==> src/rtl/conv1_c_accum_rmw.sv <==
// rtl/conv1_c_accum_rmw.sv - read-modify-write engine feeding the conv1 C accumulator BRAM
//
// Purpose: accepts tagged signed partial sums, reads the current BRAM word,
// adds (or overwrites on the first K tile) with saturation, and writes back.
// A 3-stage pipeline (accept / compute / write) plus an extra write-history
// stage hides the 1-cycle BRAM read latency; forwarding from the two newest
// writes keeps same-address running sums exact at any beat spacing.
//
// Ports:
//   clk, rst_n            clock, asynchronous active-low reset
//   clear_req             one-cycle request to zero the whole BRAM
//   in_valid/in_ready     partial-sum beat handshake
//   in_addr/in_psum       flat C address (m*N_TOTAL+n), signed partial sum
//   in_first/in_last      overwrite (first K tile) / final beat of tile
//   bram_*                BRAM clear, read and write ports
//   tile_done             pulse when the in_last beat's write is issued
//   sat_flag, addr_err    sticky status flags
module conv1_c_accum_rmw #(
  parameter int M_TOTAL = 3136,
  parameter int N_TOTAL = 64,
  parameter int ACC_W_P = 32
) (
  input  logic                      clk,
  input  logic                      rst_n,
  input  logic                      clear_req,
  input  logic                      in_valid,
  output logic                      in_ready,
  input  logic signed [31:0]        in_addr,
  input  logic signed [ACC_W_P-1:0] in_psum,
  input  logic                      in_first,
  input  logic                      in_last,
  output logic                      bram_clear_all,
  output logic                      bram_rd_en,
  output logic signed [31:0]        bram_rd_addr,
  input  logic signed [ACC_W_P-1:0] bram_rd_data,
  input  logic                      bram_rd_valid,
  output logic                      bram_wr_en,
  output logic signed [31:0]        bram_wr_addr,
  output logic signed [ACC_W_P-1:0] bram_wr_data,
  output logic                      tile_done,
  output logic                      sat_flag,
  output logic                      addr_err
);

  localparam int DEPTH = M_TOTAL * N_TOTAL;

  localparam logic signed [ACC_W_P-1:0] ACC_MAX = {1'b0, {(ACC_W_P-1){1'b1}}};
  localparam logic signed [ACC_W_P-1:0] ACC_MIN = {1'b1, {(ACC_W_P-1){1'b0}}};

  typedef enum logic [1:0] {
    ST_IDLE  = 2'd0,
    ST_DRAIN = 2'd1,
    ST_CLEAR = 2'd2
  } state_t;

  state_t state_q, state_d;

  // S1: accepted beat waiting for its read data
  logic                      s1_valid_q, s1_valid_d;
  logic signed [31:0]        s1_addr_q,  s1_addr_d;
  logic signed [ACC_W_P-1:0] s1_psum_q,  s1_psum_d;
  logic                      s1_first_q, s1_first_d;
  logic                      s1_last_q,  s1_last_d;
  logic                      s1_rd_q,    s1_rd_d;

  // S2: write stage
  logic                      s2_valid_q, s2_valid_d;
  logic signed [31:0]        s2_addr_q,  s2_addr_d;
  logic signed [ACC_W_P-1:0] s2_sum_q,   s2_sum_d;
  logic                      s2_last_q,  s2_last_d;

  // S3: the write issued last cycle; a read issued in that same cycle
  // returned pre-write data, so S1 must take this value instead
  logic                      s3_valid_q, s3_valid_d;
  logic signed [31:0]        s3_addr_q,  s3_addr_d;
  logic signed [ACC_W_P-1:0] s3_data_q,  s3_data_d;

  logic sat_flag_q, sat_flag_d;
  logic addr_err_q, addr_err_d;

  logic                      accept;
  logic                      addr_ok;
  logic                      beat_ok;
  logic signed [ACC_W_P-1:0] base;
  logic        [ACC_W_P:0]   sum_wide;
  logic                      ovf;
  logic signed [ACC_W_P-1:0] sum_sat;

  always_comb begin
    in_ready = (state_q == ST_IDLE);
    accept   = in_valid && in_ready;
    addr_ok  = (in_addr >= 0) && (in_addr < DEPTH);
    beat_ok  = accept && addr_ok;

    bram_rd_en     = beat_ok && !in_first;
    bram_rd_addr   = in_addr;
    bram_clear_all = (state_q == ST_CLEAR);
    bram_wr_en     = s2_valid_q;
    bram_wr_addr   = s2_addr_q;
    bram_wr_data   = s2_sum_q;
    tile_done      = s2_valid_q && s2_last_q;
    sat_flag       = sat_flag_q;
    addr_err       = addr_err_q;
  end

  // Base selection: S2 is newer than S3, so it wins when both match.
  always_comb begin
    base = bram_rd_data;
    if (s1_first_q) begin
      base = '0;
    end else if (s2_valid_q && (s2_addr_q == s1_addr_q)) begin
      base = s2_sum_q;
    end else if (s3_valid_q && (s3_addr_q == s1_addr_q)) begin
      base = s3_data_q;
    end

    // One guard bit: overflow shows as the top two bits disagreeing.
    sum_wide = {base[ACC_W_P-1], base} + {s1_psum_q[ACC_W_P-1], s1_psum_q};
    ovf      = sum_wide[ACC_W_P] != sum_wide[ACC_W_P-1];
    if (!ovf) begin
      sum_sat = sum_wide[ACC_W_P-1:0];
    end else if (sum_wide[ACC_W_P]) begin
      sum_sat = ACC_MIN;
    end else begin
      sum_sat = ACC_MAX;
    end
  end

  always_comb begin
    s1_valid_d = beat_ok;
    s1_addr_d  = in_addr;
    s1_psum_d  = in_psum;
    s1_first_d = in_first;
    s1_last_d  = in_last;
    s1_rd_d    = bram_rd_en;

    s2_valid_d = s1_valid_q;
    s2_addr_d  = s1_addr_q;
    s2_sum_d   = sum_sat;
    s2_last_d  = s1_last_q;

    s3_valid_d = s2_valid_q && (state_q != ST_CLEAR);
    s3_addr_d  = s2_addr_q;
    s3_data_d  = s2_sum_q;

    sat_flag_d = sat_flag_q || (s1_valid_q && ovf);
    // A read whose data is not flagged valid means the BRAM latency is not 1.
    addr_err_d = addr_err_q || (accept && !addr_ok)
                 || (s1_valid_q && s1_rd_q && !bram_rd_valid);
    if (state_q == ST_CLEAR) begin
      sat_flag_d = 1'b0;
      addr_err_d = 1'b0;
    end
  end

  always_comb begin
    state_d = state_q;
    case (state_q)
      ST_IDLE:  if (clear_req) state_d = ST_DRAIN;
      ST_DRAIN: if (!s1_valid_q && !s2_valid_q) state_d = ST_CLEAR;
      ST_CLEAR: state_d = ST_IDLE;
      default:  state_d = ST_IDLE;
    endcase
  end

  always_ff @(posedge clk or negedge rst_n) begin
    if (!rst_n) begin
      state_q    <= ST_IDLE;
      s1_valid_q <= 1'b0;
      s1_addr_q  <= '0;
      s1_psum_q  <= '0;
      s1_first_q <= 1'b0;
      s1_last_q  <= 1'b0;
      s1_rd_q    <= 1'b0;
      s2_valid_q <= 1'b0;
      s2_addr_q  <= '0;
      s2_sum_q   <= '0;
      s2_last_q  <= 1'b0;
      s3_valid_q <= 1'b0;
      s3_addr_q  <= '0;
      s3_data_q  <= '0;
      sat_flag_q <= 1'b0;
      addr_err_q <= 1'b0;
    end else begin
      state_q    <= state_d;
      s1_valid_q <= s1_valid_d;
      s1_addr_q  <= s1_addr_d;
      s1_psum_q  <= s1_psum_d;
      s1_first_q <= s1_first_d;
      s1_last_q  <= s1_last_d;
      s1_rd_q    <= s1_rd_d;
      s2_valid_q <= s2_valid_d;
      s2_addr_q  <= s2_addr_d;
      s2_sum_q   <= s2_sum_d;
      s2_last_q  <= s2_last_d;
      s3_valid_q <= s3_valid_d;
      s3_addr_q  <= s3_addr_d;
      s3_data_q  <= s3_data_d;
      sat_flag_q <= sat_flag_d;
      addr_err_q <= addr_err_d;
    end
  end

endmodule

==> config.mk <==
export PLATFORM = sky130hd
export DESIGN_NAME = conv1_c_accum_rmw
export DESIGN_NICKNAME = d
export VERILOG_FILES = /design/src/rtl/conv1_c_accum_rmw.sv
export SDC_FILE = /design/constraint.sdc
export NUM_CORES = 1
export LEC_CHECK = 0
export CAP_MARGIN = 20
export CORE_MARGIN = 2
export CORE_UTILIZATION = 45
export DETAILED_ROUTE_END_ITERATION = 12
export GPL_TIMING_DRIVEN = 0
export PLACE_DENSITY = 0.75
export RECOVER_POWER = 100
export REMOVE_ABC_BUFFERS = 1
export SLEW_MARGIN = 20
export SYNTH_ARGS = -nofsm -noshare
export SYNTH_HDL_FRONTEND = slang
export SYNTH_SLANG_ARGS = --single-unit
==> constraint.sdc <==
create_clock -name clk -period 4.8 [get_ports clk]
set_input_delay 0.48 -clock clk [delete_from_list [all_inputs] [get_ports clk]]
set_output_delay 0.48 -clock clk [all_outputs]
set_load 0.02 [all_outputs]
==> results.sh <==
export IMPL_synth_top_area_cell="dfrtp_1"
export IMPL_cts_htree_levels=1
export IMPL_core_area_um2=19300
export IMPL_cts_clk_slew_worst_paths_ps=60
export IMPL_die_y_um=144
export IMPL_grt_max_degree=103
export IMPL_syn_inst=740
export IMPL_insertion_delay_ps=510
export IMPL_syn_avg_cell_area_um2=11.9
export IMPL_grt_busiest_layer="met2"
export IMPL_violations="max-capacitance violations, max-slew violations, negative setup slack"
export IMPL_mostFrequentLayoutCells="dfrtp_1 (202), dlygate4sd3_1 (170), xnor2_1 (67)"
export IMPL_synth_edf_count=0
export IMPL_drc=0
export IMPL_antenna_found_initial=2
export IMPL_wl_mm=24.0
export IMPL_grt_pass1_wl_mm=36.4
export IMPL_synthArstFlopShare_pct=100
export IMPL_fmax_mhz=203
export IMPL_numPortBuffers=205
export IMPL_holdCritPathClass="reg2reg"
export IMPL_drv_slew=194
export IMPL_wl_per_cell_um=18.9
export IMPL_critical_path_arrival_ps=5330
export IMPL_place_inst=1160
export IMPL_ys_seq_area_share_pct=57.7
export IMPL_synth_fa_ha_area_share_pct=5.23
export IMPL_post_route_cells_drive_above_1_share_pct=19.9
export IMPL_grt_overflow=0
export IMPL_ir_drop_uv=304
export IMPL_endpoint_kind="flip-flop"
export IMPL_yosys_most_used_dff="dfrtp_1"
export IMPL_setup_slack_ps=-138
export IMPL_synth_compound_area_share_pct=11.0
export IMPL_clock_path_buffers=3
export IMPL_relSlewSlack_pct=-62.6
export IMPL_syn_to_final_growth_pct=45.6
export IMPL_grt_pass1_vias=6695
export IMPL_ys_seq_elements=203
export IMPL_synth_top_family_by_area="compound AO/OA/AOI/OAI gates"
export IMPL_layout_cells_non_filler=1275
export IMPL_layout_commonest_cell="dfrtp_1"
export IMPL_gp_routability_congestion=0.850
export IMPL_io_pins=206
export IMPL_final_nets=1130
export IMPL_cp_start_kind="flip-flop"
export IMPL_synth_area_leaders="dfrtp_1 (58%), xnor2_1 (7.3%), ha_1 (4.5%)"
export IMPL_drt_iter0_drc=488
export IMPL_grt_util_met2_pct=35.7
export IMPL_fp_row_count=51
export IMPL_worst_slew_pin_slew_ps=2440
export IMPL_die_w_um=144
export IMPL_yosys_area_share_xor_xnor_pct=9.46
export IMPL_drtAntennaViolNets=0
export IMPL_synthDistinctLibCells=51
export IMPL_grt_usage_pct=22.9
export IMPL_worst_clock_skew_ps=27.2
export IMPL_vias_per_cell=5.24
export IMPL_status="finished with violations"
export IMPL_finalHoldViolations=0
export IMPL_cts_num_sinks=203
export IMPL_rsz0062_at_grt="true"
export IMPL_yosys_warnings=0
export IMPL_fillers=1370
export IMPL_critPathKind="reg2reg"
export IMPL_cts_made_buffers=22
export IMPL_synth_mux_area_share_pct=3.64
export IMPL_rrSetupSlack_ps=-140
export IMPL_crit_fanout=5
export IMPL_synth_simple_gate_area_share_pct=8.51
export IMPL_first_pass_iters=5
export IMPL_max_cap_viol_count=2
export IMPL_post_route_period_util_pct=103
export IMPL_synth_cell_area_um2=8810
export IMPL_root_buffer="clkbuf_16"
export IMPL_netlist_area_leader_share_pct=57.7
export IMPL_vias=6687
export IMPL_use_met3_pct=4.73
export IMPL_hpwl_mm=14.8
export IMPL_timing_hold_ws_ps=360
export IMPL_die_area_um2=20700
export IMPL_grt_util_met1_pct=32.6
export IMPL_initial_utilization_pct=45.6
export IMPL_cp_data_required_time_ps=5190
export IMPL_setup_viol=32
export IMPL_powerDensity_nw_per_um2=381
export IMPL_final_min_clock_period_ps=4940
export IMPL_power_leakage_nw=5.55
export IMPL_tritoncts="yes"
[power breakdown]
group	internal, mW	switching, mW
combinational	0.508	0.592
clock	1.06	0.658
sequential	1.93	0.140
[worst max-delay path, cell delays in order, from the launching register on]
cell	delay, ps
dfrtp_1	420
xnor2_2	240
nand4_1	140
nor4_2	290
nand4_1	180
or4_4	620
mux2i_2	200
a211oi_4	260
ha_2	240
inv_2	40
fa_2	330
nand2b_4	160
a21oi_4	150
o2111ai_2	130
a211o_1	360
a21o_1	250
o21ai_2	160
a31oi_2	130
xor2_2	200
buf_6	150
a22o_1	170
[through the flow]
stage	total power, mW	cell area (um2)	util (%)	setup WS (ps)	TNS (ps)
6_report	4.89	12800	66.3	-138	-3040
5_1_grt	5.09	12800	66.3	-372	-10620
4_1_cts	4.92	12600	65.2	-124	-2740
3_5_place_dp	3.03	11000	56.7	-1580	-47950
3_3_place_gp	3.01	10900	56.1	-4950	-1062830
2_1_floorplan	2.52	8470	-	-400	-9830
[worst paths after layout]
path	from	to	depth (start not counted)
worst min-delay path	s1_last_q$_DFF_PN0_	s2_last_q$_DFF_PN0_	0
min in group asynchronous	rst_n	s3_data_q[10]$_DFF_PN0_	2
worst max-delay path	s1_addr_q[7]$_DFF_PN0_	sat_flag$_DFF_PN0_	20
max in group asynchronous	rst_n	bram_wr_addr[12]$_DFF_PN0_	3
worst min register to register	s1_last_q$_DFF_PN0_	s2_last_q$_DFF_PN0_	0
worst max register to register	s1_addr_q[7]$_DFF_PN0_	sat_flag$_DFF_PN0_	20
[flip-flops by register name, summed over array words and instances, names as in the netlist, 2 cells and up]
signal        flops
bram_wr_addr     32
bram_wr_data     32
s1_addr_q        32
s1_psum_q        32
s3_addr_q        32
s3_data_q        32
state_q           2
[logic make-up after synthesis]
logic type | after synthesis
buffers and inverters | 68
DFF | 203
AOI/OAI and AO/OA | 156
adders and majority gates | 37
muxes | 32
xor gates and xnor gates | 93
and+or+nand+nor | 151
[cells in the mapped netlist (all sizes together) (3+ instances only)]
cell type  count
nand2         26
or4            3
and2           7
nand2b         7
nor2b          4
and3           3
inv           14
nand4         19
a21o           7
mux2i         32
maj3           4
a31oi          5
dfrtp        203
o211ai         3
a21oi         44
clkbuf        15
xor2          19
ha            32
o21a           3
a211oi        37
nand3          9
nor4           8
o21ai         47
xnor2         74
nor2          55
buf           39
[metal layers]
| layer | up-vias | wire (um) | part of all wire (%) |
|---|---|---|---|
| li1 | 3097 | - | - |
| met1 | 3253 | 10400 | 43 |
| met2 | 281 | 11400 | 48 |
| met3 | 54 | 1620 | 6.7 |
| met4 | 2 | 577 | 2.4 |
| met5 | - | 13 | 0.054 |
[area by class of cell]
type,instances,area (um2),share of cell area (%)
diodes,1,2.50,0.0195
clock buffers,33,663,5.17
clock inverters,6,80.1,0.624
inverters,14,52.6,0.410
multi-input cells,475,3870,30.2
flip-flops and latches,203,5080,39.6
well taps,265,332,2.59
repair buffers,278,2750,21.4
[repair_timing]
item | 4_1_cts | 5_1_grt
endpoints found under the hold margin | 11 | 0
setup buffers | 50 | 15
endpoints found under the setup margin | 33 | 33
cloned | 8 | 1
hold buffers | 1 | 0
gates resized for setup | 85 | 39
pin swaps | 61 | 51
(Power assumes the default switching activity.)
